===== src/rtl/wire_sequence.sv =====
// Wire-cutting puzzle: synchronised and debounced wire sense, a snapshot of the connected set at arm time, and an ordered cut sequence.
// A stable wire change is judged DEBOUNCE_CYCLES+3 cycles after it appears on wire_in; there is no backpressure.
module wire_sequence #(
   parameter int N_WIRES         = 6,
   parameter int MAX_CUTS        = 3,
   parameter int DEBOUNCE_CYCLES = 4
) (
   input  logic               clk,
   input  logic               rst,
   input  logic [2:0]         current_state,
   input  logic               sn_last_pos_odd,
   input  logic [N_WIRES-1:0] wire_in,
   output logic               activated,
   output logic               module_failed,
   output logic               module_solved,
   output logic               config_error,
   output logic [3:0]         strike_count
);

   localparam logic [2:0] GS_ACTIVATING = 3'b001;
   localparam logic [2:0] GS_ACTIVATED  = 3'b010;
   localparam logic [7:0] DB_LEN        = 8'(DEBOUNCE_CYCLES);
   localparam logic [3:0] MAX_K         = 4'(MAX_CUTS);

   typedef enum logic [2:0] {S_IDLE, S_ARM, S_ACTIVE, S_SOLVED, S_FAULT} state_t;

   function automatic logic [3:0] popcnt(input logic [N_WIRES-1:0] v);
      logic [3:0] n;
      n = '0;
      for (int i = 0; i < N_WIRES; i++) n = n + {3'b000, v[i]};
      return n;
   endfunction

   logic [N_WIRES-1:0] sync1_q, sync2_q, cand_q, db_q, db_d, db_prev_q;
   logic [7:0]         db_cnt_q, db_cnt_d;

   // cand_q is last cycle's synchronised value; a change of value restarts the count
   always_comb begin
      db_d = db_q;
      if (sync2_q == db_q) begin
         db_cnt_d = '0;
      end else if (sync2_q != cand_q) begin
         db_cnt_d = 8'd1;
      end else begin
         db_cnt_d = db_cnt_q + 8'd1;
      end
      if (db_cnt_d >= DB_LEN) begin
         db_d     = sync2_q;
         db_cnt_d = '0;
      end
   end

   always_ff @(posedge clk or posedge rst) begin
      if (rst) begin
         sync1_q   <= '0;
         sync2_q   <= '0;
         cand_q    <= '0;
         db_cnt_q  <= '0;
         db_q      <= '0;
         db_prev_q <= '0;
      end else begin
         sync1_q   <= wire_in;
         sync2_q   <= sync1_q;
         cand_q    <= sync2_q;
         db_cnt_q  <= db_cnt_d;
         db_q      <= db_d;
         db_prev_q <= db_q;
      end
   end

   state_t             state_q, state_d;
   logic [3:0]         step_q, step_d;
   logic [3:0]         strikes_q, strikes_d;
   logic [N_WIRES-1:0] conn_q, conn_d;
   logic               odd_q, odd_d;
   logic               act_q, act_d;
   logic               fail_q, fail_d;

   logic [3:0]         conn_cnt, k_half, seq_len;
   logic [N_WIRES-1:0] tgt_mask, fut_mask, falls;
   logic [3:0]         fall_cnt, rank_v, pos_v;

   assign conn_cnt = popcnt(conn_q);
   assign k_half   = conn_cnt >> 1;
   assign seq_len  = (k_half > MAX_K) ? MAX_K : k_half;
   assign falls    = db_prev_q & ~db_q;
   assign fall_cnt = popcnt(falls);

   // Step position of each connected wire; consumed steps fall in neither mask
   always_comb begin
      tgt_mask = '0;
      fut_mask = '0;
      rank_v   = '0;
      pos_v    = '0;
      for (int i = 0; i < N_WIRES; i++) begin
         pos_v = odd_q ? (conn_cnt - 4'd1 - rank_v) : rank_v;
         if (conn_q[i]) begin
            if (pos_v == step_q && pos_v < seq_len) tgt_mask[i] = 1'b1;
            if (pos_v > step_q && pos_v < seq_len)  fut_mask[i] = 1'b1;
            rank_v = rank_v + 4'd1;
         end
      end
   end

   always_ff @(posedge clk or posedge rst) begin
      if (rst) begin
         state_q   <= S_IDLE;
         step_q    <= '0;
         strikes_q <= '0;
         conn_q    <= '0;
         odd_q     <= 1'b0;
         act_q     <= 1'b0;
         fail_q    <= 1'b0;
      end else begin
         state_q   <= state_d;
         step_q    <= step_d;
         strikes_q <= strikes_d;
         conn_q    <= conn_d;
         odd_q     <= odd_d;
         act_q     <= act_d;
         fail_q    <= fail_d;
      end
   end

   always_comb begin
      state_d   = state_q;
      step_d    = step_q;
      strikes_d = strikes_q;
      conn_d    = conn_q;
      odd_d     = odd_q;
      act_d     = 1'b0;
      fail_d    = 1'b0;
      if (state_q == S_ARM) begin
         conn_d = db_q;
         odd_d  = sn_last_pos_odd;
      end
      if (current_state == GS_ACTIVATING) begin
         state_d   = S_ARM;
         step_d    = '0;
         strikes_d = '0;
      end else if (current_state == GS_ACTIVATED) begin
         case (state_q)
            S_ARM: begin
               if (popcnt(db_q) < 4'd2) begin
                  state_d = S_FAULT;
               end else begin
                  state_d = S_ACTIVE;
                  act_d   = 1'b1;
               end
            end
            S_ACTIVE: begin
               if (falls != '0) begin
                  if (fall_cnt == 4'd1 && (falls & tgt_mask) != '0) begin
                     step_d = step_q + 4'd1;
                     if (step_q + 4'd1 == seq_len) state_d = S_SOLVED;
                  end else begin
                     fail_d = 1'b1;
                     if (strikes_q != 4'hF) strikes_d = strikes_q + 4'd1;
                     if ((falls & fut_mask) != '0) state_d = S_FAULT;
                  end
               end
            end
            default: ;
         endcase
      end
   end

   always_comb begin
      activated     = act_q;
      module_failed = fail_q;
      module_solved = (state_q == S_SOLVED);
      config_error  = (state_q == S_FAULT);
      strike_count  = strikes_q;
   end

endmodule

===== config.mk =====
export PLATFORM = sky130hd
export DESIGN_NAME = wire_sequence
export DESIGN_NICKNAME = d
export VERILOG_FILES = /design/src/rtl/wire_sequence.sv
export SDC_FILE = /design/constraint.sdc
export NUM_CORES = 1
export LEC_CHECK = 0
export CORE_AREA = 2 2 101 103
export CTS_CLUSTER_SIZE = 24
export DETAILED_ROUTE_END_ITERATION = 16
export DIE_AREA = 0 0 103 105
export SYNTH_ARGS = -nofsm -noshare
export SYNTH_HDL_FRONTEND = slang
export SYNTH_SLANG_ARGS = --single-unit

===== constraint.sdc =====
create_clock -name clk -period 12.8 [get_ports clk]
set_input_delay 1.92 -clock clk [delete_from_list [all_inputs] [get_ports clk]]
set_output_delay 1.92 -clock clk [all_outputs]
set_load 0.02 [all_outputs]

==> results of run 1 <==
worst max-delay path, cell delays in order, from the launching register on:
cell and delay [ns]:
dfrtp_1 0.44, fa_1 0.55, inv_1 0.05, fa_1 0.47, inv_1 0.04, ha_1 0.18
fa_1 0.94, or3_1 0.29, and2_1 0.28, inv_1 0.09, ha_1 0.33, o21ai_0 0.12
nor3b_1 0.34, nor3b_2 0.08, or2_1 0.25, ha_1 0.31, nand4_1 0.11, or3_1 0.35
or3_1 0.35, nand3_2 0.17, nand2_2 0.08, a211oi_4 0.32, mux2_4 0.33
flip-flops by register name, summed over array words and instances, names as in the netlist:
| register | flops |
|---|---|
| db_cnt_q | 8 |
| cand_q | 6 |
| conn_q | 6 |
| db_prev_q | 6 |
| db_q | 6 |
| sync1_q | 6 |
| sync2_q | 6 |
| step_q | 4 |
| strike_count | 4 |
| state_q | 3 |
| activated | 1 |
| module_failed | 1 |
| odd_q | 1 |
per-layer routing:
metal | GRT usage, % | routed length (um)
met5 | 0 | 0
met4 | 6.30 | 219
met3 | 3.01 | 300
met2 | 30.2 | 4420
met1 | 26.2 | 4550
stage by stage:
step / util (%) / hold WS (ns) / std cells
final: 51.8 / 0.349 / 618
after global routing: 51.8 / 0.361 / 618
after CTS: 51.8 / 0.351 / 618
after detailed placement: 49.7 / 0.335 / 602
after global placement: 49.7 / 0.336 / 602
after floorplan: - / 0.331 / 456
cells in the final DEF (no fill, tap or decap), drive strengths merged, types with 10 or more instances in the layout:
cell / synthesis / layout
a21oi: 21 / 21
clkbuf: 6 / 10
clkdlybuf4s50: 0 / 19
dfrtp: 58 / 58
fa: 13 / 13
ha: 52 / 52
inv: 42 / 42
mux2: 10 / 10
nand2: 33 / 33
nand2b: 11 / 11
nand3: 10 / 10
nor2: 26 / 26
nor2b: 12 / 12
nor3: 10 / 10
o21ai: 25 / 25
xnor2: 19 / 19
xor2: 10 / 10
how the worst max path moves through the flow:
stage                   start    endpoint  cells after the start  slack, ns
floorplan           conn_q[0]  state_q[1]                     22       6.86
global placement    conn_q[0]  state_q[1]                     22       6.45
detailed placement  conn_q[0]  state_q[2]                     22       6.21
CTS                 conn_q[0]  state_q[2]                     22       6.22
global route        conn_q[0]  state_q[2]                     22       5.91
finish              conn_q[0]  state_q[2]                     22       6.22
cell families (layout without fill, tap and decap cells):
group	after synthesis	count (layout)	share of synthesized area (%)
simple gates	148	148	18.8
compound gates	80	80	12.3
fa+ha+maj	67	67	21.0
flops	58	58	32.8
buf+inv	51	80	4.41
xor+xnor	31	31	6.83
mux	15	15	3.84
other cells	1	6	0.0846
final cells by class:
type,instances,area (sq um),area share (%)
repair buffers,22,213,4.26
clock inverters,6,66.3,1.33
multi-input cells,347,2800,56.1
well taps,133,166,3.33
inverters,42,158,3.16
clock buffers,10,138,2.76
flip-flops and latches,58,1450,29.1
==> flow_summary.toml, run 1 <==
[global_route]
largest_net_degree_at_the_start_of_global_routing = 59
global_route.usage.total_pct = 19.0
grt_overflow_total = 0
grt_first_pass_wirelength_um = 16000
grt_pass1_vias = 3287
antenna_found_initial = 0

[finish]
area.growth.synth_to_final_pct = 12.7
fillerInstances = 927
antenna-diode-count = 0
finalInstanceArea_sq_um = 4990
final_nets = 557
drive_above_1_share_pct = 10.5

[sta]
final-setup-viol-count = 0
timing_hold_violations_final = 0
tightest_slew_margin_relative_to_the_limit_pct = 52.6
worst-slew-pin-transition_ns = 0.711
clock_skew_ns = 0.00487
final_max_slew_viol_count = 0
fmax_ghz = 0.152
final.min_clock_period_ns = 6.58
setup_slack_ns = 6.22
totalNegativeSetupSlack_ns = 0
final_min_period_over_clock_period_pct = 51.4
grt_setup_unrepaired = "false"

[hold_path]
holdPathEnd = "sync2_q[2]"
min-delay-path-class = "flop to flop"
hold-path-cell-count = 0
worst_hold_startpoint = "sync1_q[2]"

[yosys]
syn_inst = 451
netlist.top_cell.by_area = "dfrtp_1"
post-synth-top-count-cell = "dfrtp_1"
ys_types = 72
netlist_area_sq_um = 4430
synth_async_sr_flop_share_pct = 100
synth.yosys.seq_area_share_pct = 32.8
mean_instance_size_in_the_synthesized_netlist_sq_um = 9.82
synth.ff_latch_count = 58
synth_top_area_share_pct = 32.8
ys_top_cells_by_area = "dfrtp_1, ha_1, fa_1"
synth_enable_flop_cells = 0
ys_top_cells_by_count = "dfrtp_1, ha_1, inv_1, nand2_1, nor2_1"
synth-warning-count = 0
ys.flop_type = "dfrtp_1"

[routing]
via_count = 3238
route.antenna.remaining_nets = 0
post_drt_wl_per_cell_um = 15.3
remaining_drc_errors = 0
routed_via_density = 5.24
dr.first_iter.drc_count = 128
drt-pass1-iter-count = 4
routed_wirelength_um = 9490

[die]
die_ar_sq_um = 10800
die_width_um = 103
fp.coreArea_sq_um = 9640
row_count = 36
initial_core_util_pct = 46.0
die_height_um = 105
num_io_pins = 20

[clock_tree]
maximum_buffer_depth_of_the_clock_tree = 2
clock_tree.root_cell = "clkbuf_8"
worst_skew_pair.late_latency_ns = 0.33
cts_num_sinks = 58
tritoncts_clock_tree = "built"
ctsHtreeMaxLevel = 3
hold_buffers = 0
clkSlewWorstSetupHoldPaths_ns = 0.07
cts_resized = 0
tritoncts.num_buffers = 9
post-cts-setup-buffers = 0

[placed_design]
hpwl_um = 7350
placement_cell_area_sq_um = 4790
gp_congestion = 0.905
pre_cts_slack_ns = 6.21
port-buffer-count = 19

[critical_path]
critPathLaunchType = "flop"
reg2reg_to = "state_q[2]"
timing.reg2reg.setup_slack_ns = 6.22
reg2reg_depth = 22
cp-end-kind = "flop"
cp_data_arrival_time_ns = 6.80
timing.critical_path.required_ns = 13.01
crit_fanout = 16
r2r-start = "conn_q[0]"
setup.worst_path.class = "flop to flop"

[outcome]
outcome = "complete, no violations"

[job]
maxCapViolCount = 0
Power of run 1 is not shown: default switching activity piles up to over one toggle a cycle in this logic, so the estimate is an artifact.
==> run 2, diff against run 1 <==
==> constraint.sdc (replaced) <==
create_clock -name clk -period 6.7 [get_ports clk]
set_input_delay 1.005 -clock clk [delete_from_list [all_inputs] [get_ports clk]]
set_output_delay 1.005 -clock clk [all_outputs]
set_load 0.02 [all_outputs]
==> run 2 against run 1 <==
Clock skew increased by 0.0072 ns; register-to-register slack got worse by 5.9 ns; global-route usage decreased by 0.43 points; maximum frequency increased by 3.9%; utilization increased by 0.31 points; first-iteration DRC count decreased by 10%; cell area increased by 0.60%; die area unchanged; via count increased by 2.4%; critical path type unchanged.
==> flow_summary.toml, run 2 (same netlist as run 1, synthesis figures left out) <==
[outcome]
outcome = "complete, no violations"

[finish]
fillerInstances = 908
largest_register_ff_count = 8
most_common_cell_after_layout_fill_and_taps_aside = "dfrtp_1"
final_nets = 559
sequential_cell_area_sq_um = 1450
drive_above_1_share_pct = 10.7
most-common-layout-cells = "dfrtp_1, ha_1, inv_1"
area.growth.synth_to_final_pct = 13.4
finalInstanceArea_sq_um = 5020
antenna-diode-count = 0
largest_register = "db_cnt_q"
multi_input_comb_area_sq_um = 2800

[sta]
final_min_period_over_clock_period_pct = 94.6
final_max_slew_viol_count = 0
totalNegativeSetupSlack_ns = 0
worst-slew-pin-transition_ns = 0.725
tightest_slew_margin_relative_to_the_limit_pct = 51.7
final-setup-viol-count = 0
fmax_ghz = 0.158
timing_hold_violations_final = 0
grt_setup_unrepaired = "false"
clock_skew_ns = 0.0121
final.min_clock_period_ns = 6.34

[job]
maxCapViolCount = 0

[clock_tree]
post-cts-setup-buffers = 0
tritoncts_clock_tree = "built"
clkSlewWorstSetupHoldPaths_ns = 0.07
hold_buffers = 0
worst_skew_pair.late_latency_ns = 0.33
cts_num_sinks = 58
clock_tree.root_cell = "clkbuf_8"
tritoncts.num_buffers = 9
maximum_buffer_depth_of_the_clock_tree = 2
cts_resized = 0
ctsHtreeMaxLevel = 3

[critical_path]
cp_data_arrival_time_ns = 6.56
setup.worst_path.class = "flop to flop"
crit_fanout = 7
cp-end-kind = "flop"
reg2reg_to = "state_q[1]"
timing.reg2reg.setup_slack_ns = 0.36
reg2reg_depth = 23
critPathLaunchType = "flop"
setup.worst_path.start = "conn_q[0]"
r2r-start = "conn_q[0]"
timing.critical_path.required_ns = 6.92
critical_path_endpoint = "state_q[1]"

[routing]
remaining_drc_errors = 0
dr.first_iter.drc_count = 115
routed_via_density = 5.35
post_drt_wl_per_cell_um = 15.0
routed_wirelength_um = 9280
drt-pass1-iter-count = 4
route.antenna.remaining_nets = 0
via_count = 3316

[die]
row_count = 36
num_io_pins = 20
die_ar_sq_um = 10800
die_width_um = 103
fp.coreArea_sq_um = 9640
initial_core_util_pct = 46.0
die_height_um = 105

[global_route]
grt_overflow_total = 0
global_route.usage.total_pct = 18.5
grt_pass1_vias = 3241
antenna_found_initial = 0
largest_net_degree_at_the_start_of_global_routing = 59
grt_first_pass_wirelength_um = 15800

[placed_design]
port-buffer-count = 19
hpwl_um = 7170
gp_congestion = 0.898
placement_cell_area_sq_um = 4810

[hold_path]
min-delay-path-class = "flop to flop"
## run 2: cell types whose count changed in the layout (fill, tap and decap cells not counted), sizes merged
cell      change
buf           +2
bufinv        +1
clkbuf        +1
clkinvlp      -2
## run 2: critical path, stage by stage, from the launching register on
cell	delay [ns]
dfrtp_1	0.44
fa_1	0.55
inv_1	0.05
fa_1	0.48
inv_1	0.04
ha_1	0.18
fa_1	0.49
buf_4	0.19
or3_1	0.42
and2_1	0.24
inv_1	0.08
ha_1	0.24
o21ai_0	0.11
nor3b_1	0.36
nor3b_2	0.08
or2_1	0.25
ha_1	0.30
nand4_1	0.11
or3_1	0.35
or3_1	0.36
nand3_2	0.18
nand2_2	0.08
a211oi_4	0.32
mux2_4	0.33
## run 2: stage by stage
stage | cells | util [%] | hold slack [ns] | setup WS, ns
floorplan | 456 | - | 0.331 | 0.756
global placement | 604 | 49.9 | 0.336 | 0.551
detailed placement | 604 | 49.9 | 0.337 | 0.363
CTS | 620 | 52.1 | 0.348 | 0.372
global route | 620 | 52.1 | 0.346 | 0.0508
finish | 620 | 52.1 | 0.344 | 0.360
## run 2: final cells by class
class	count	area share (%)
inverter	42	3.14
clock buffer	11	2.81
multi-input combinational	347	55.8
sequential	58	28.9
clock inverter	5	1.54
timing repair buffer	24	4.53
tap	133	3.31
## run 2: routing by layer
layer | vias to the layer above | part of all wire (%) | global-route usage (%)
li1 | 1634 | - | -
met1 | 1616 | 48 | 26.1
met2 | 55 | 47 | 29.7
met3 | 11 | 3.7 | 3.14
met4 | 0 | 1.4 | 4.42
met5 | - | 0 | 0
## run 2: worst min path at each step
| stage | slack, ns | cells after the start | startpoint | endpoint |
|---|---|---|---|---|
| floorplan | 0.33 | 0 | sync1_q[0] | sync2_q[0] |
| global placement | 0.34 | 0 | sync1_q[0] | sync2_q[0] |
| detailed placement | 0.34 | 0 | sync1_q[2] | sync2_q[2] |
| CTS | 0.35 | 0 | sync1_q[4] | sync2_q[4] |
| global route | 0.35 | 0 | sync1_q[4] | sync2_q[4] |
| finish | 0.34 | 0 | sync1_q[4] | sync2_q[4] |
Power of run 2 is left out for the same reason.
==> run 3, diff against run 2 <==
--- a/config.mk
+++ b/config.mk
@@ -5,10 +5,13 @@
 export SDC_FILE = /design/constraint.sdc
 export NUM_CORES = 1
 export LEC_CHECK = 0
-export CORE_AREA = 2 2 101 103
+export CELL_PAD_IN_SITES_DETAIL_PLACEMENT = 1
+export CELL_PAD_IN_SITES_GLOBAL_PLACEMENT = 2
+export CORE_AREA = 2 2 109 111
 export CTS_CLUSTER_SIZE = 24
 export DETAILED_ROUTE_END_ITERATION = 16
-export DIE_AREA = 0 0 103 105
+export DIE_AREA = 0 0 111 113
+export PLACE_DENSITY_LB_ADDON = 0.1
 export SYNTH_ARGS = -nofsm -noshare
 export SYNTH_HDL_FRONTEND = slang
 export SYNTH_SLANG_ARGS = --single-unit
==> run 3 against run 2 <==
Global-route usage rose by 1.4 points; worst hold slack improved by 0.0069 ns; utilization fell by 6.9 points; largest cell class unchanged; clock skew fell by 0.0055 ns; cell area rose by 1.5%; non-clock buffer count did not move; register-to-register slack improved by 0.07 ns; maximum frequency rose by 1.2%; die area rose by 16%.
==> flow_summary.toml, run 3 (same netlist as run 1, synthesis figures left out) <==
[outcome]
outcome = "complete, no violations"

[sta]
tightest_slew_margin_relative_to_the_limit_pct = 49.9
whs_ns = 0.351
grt_setup_unrepaired = "false"
timing_hold_violations_final = 0
final_max_slew_viol_count = 0
final.min_clock_period_ns = 6.27
final_min_period_over_clock_period_pct = 93.5
fmax_ghz = 0.160
totalNegativeSetupSlack_ns = 0
clock_skew_ns = 0.00662
final-setup-viol-count = 0
worst-slew-pin-transition_ns = 0.749

[global_route]
largest_net_degree_at_the_start_of_global_routing = 59
grt_overflow_total = 0
grt_pass1_vias = 3712
grt_first_pass_wirelength_um = 19700
antenna_found_initial = 0
global_route.usage.total_pct = 19.9

[finish]
multi_input_comb_area_sq_um = 2810
most_common_cell_after_layout_fill_and_taps_aside = "dfrtp_1"
area.growth.synth_to_final_pct = 15.1
fillerInstances = 1264
largest_register = "db_cnt_q"
most-common-layout-cells = "dfrtp_1, ha_1, inv_1"
final_nets = 559
sequential_cell_area_sq_um = 1450
drive_above_1_share_pct = 10.9
largest_register_ff_count = 8
antenna-diode-count = 0

[routing]
drt-pass1-iter-count = 4
remaining_drc_errors = 0
via_count = 3343
route.antenna.remaining_nets = 0
dr.first_iter.drc_count = 108
routed_via_density = 5.31
post_drt_wl_per_cell_um = 18.2
routed_wirelength_um = 11500

[critical_path]
r2r-start = "conn_q[0]"
setup.worst_path.class = "flop to flop"
timing.critical_path.required_ns = 6.91
cp-end-kind = "flop"
critPathLaunchType = "flop"
crit_fanout = 10
setup.worst_path.start = "conn_q[0]"
cp_data_arrival_time_ns = 6.47

[clock_tree]
tritoncts_clock_tree = "built"
cts_num_sinks = 58
tritoncts.num_buffers = 9
clock_tree.root_cell = "clkbuf_16"
worst_skew_pair.late_latency_ns = 0.32
post-cts-setup-buffers = 0
maximum_buffer_depth_of_the_clock_tree = 2
ctsHtreeMaxLevel = 3
clkSlewWorstSetupHoldPaths_ns = 0.05

[die]
row_count = 39
die_height_um = 113
initial_core_util_pct = 39.3
die_width_um = 111
num_io_pins = 20
die_ar_sq_um = 12500
fp.coreArea_sq_um = 11300

[hold_path]
min-delay-path-class = "flop to flop"
worst_hold_startpoint = "sync1_q[4]"

[placed_design]
port-buffer-count = 19
hpwl_um = 8980
gp_congestion = 0.809

[job]
maxCapViolCount = 0
## run 3: cell types whose count changed in the layout (fill, tap and decap cells not counted), sizes merged
cell / previous run / this run
bufinv: 2 / 0
clkbuf: 11 / 10
clkinv: 2 / 3
clkinvlp: 1 / 2
inv: 42 / 43
## run 3: timing repair
action                     CTS  global route
gates resized for setup      0             2
hold buffers                 0             0
setup endpoints to repair    0             2
## run 3: per-layer routing
metal	track usage (%)	vias to the layer above	wire [um]
met5	0	-	0
met4	5.58	0	146
met3	2.95	7	218
met2	34.5	33	5700
met1	26.2	1670	5440
li1	-	1633	-
## run 3: area by class of cell
type,instances,area share [%]
clock buffers,10,4.49
clock inverters,6,0.834
flip-flops and latches,58,28.5
well taps,143,3.51
multi-input cells,347,55.2
inverters,42,3.09
repair buffers,24,4.47
## run 3: stage by stage
step	utilization (%)	area (sq um)	cells	worst slack [ns]
after floorplan	-	4450	456	0.756
after global placement	42.7	4820	614	0.542
after detailed placement	42.7	4820	614	0.342
after CTS	45.2	5090	630	0.332
after global routing	45.2	5100	630	0.0896
final	45.2	5100	630	0.435
## run 3: path summary, 6_finish.rpt
| kind | to | slack [ns] | depth (start not counted) |
|---|---|---|---|
| worst max-delay path | state_q[2] | 0.43 | 22 |
| worst max register to register | state_q[2] | 0.43 | 22 |
| worst min-delay path | sync2_q[4] | 0.35 | 0 |
| max in group asynchronous | conn_q[1] | 4.99 | 3 |
| worst min register to register | sync2_q[4] | 0.35 | 0 |
| min in group asynchronous | step_q[3] | 1.21 | 3 |
## run 3: worst max-delay path, stage by stage (launching register included)
cell      delay, ns
dfrtp_1        0.43
fa_1           0.55
inv_1          0.05
fa_1           0.47
inv_1          0.04
ha_1           0.18
fa_2           0.68
or3_1          0.23
and2_1         0.26
inv_1          0.07
ha_1           0.32
o21ai_0        0.12
nor3b_1        0.36
nor3b_2        0.09
or2_1          0.26
ha_1           0.30
nand4_1        0.11
or3_1          0.35
or3_1          0.36
nand3_2        0.18
nand2_2        0.08
a211oi_4       0.33
mux2_4         0.33
Power of run 3 is left out for the same reason.
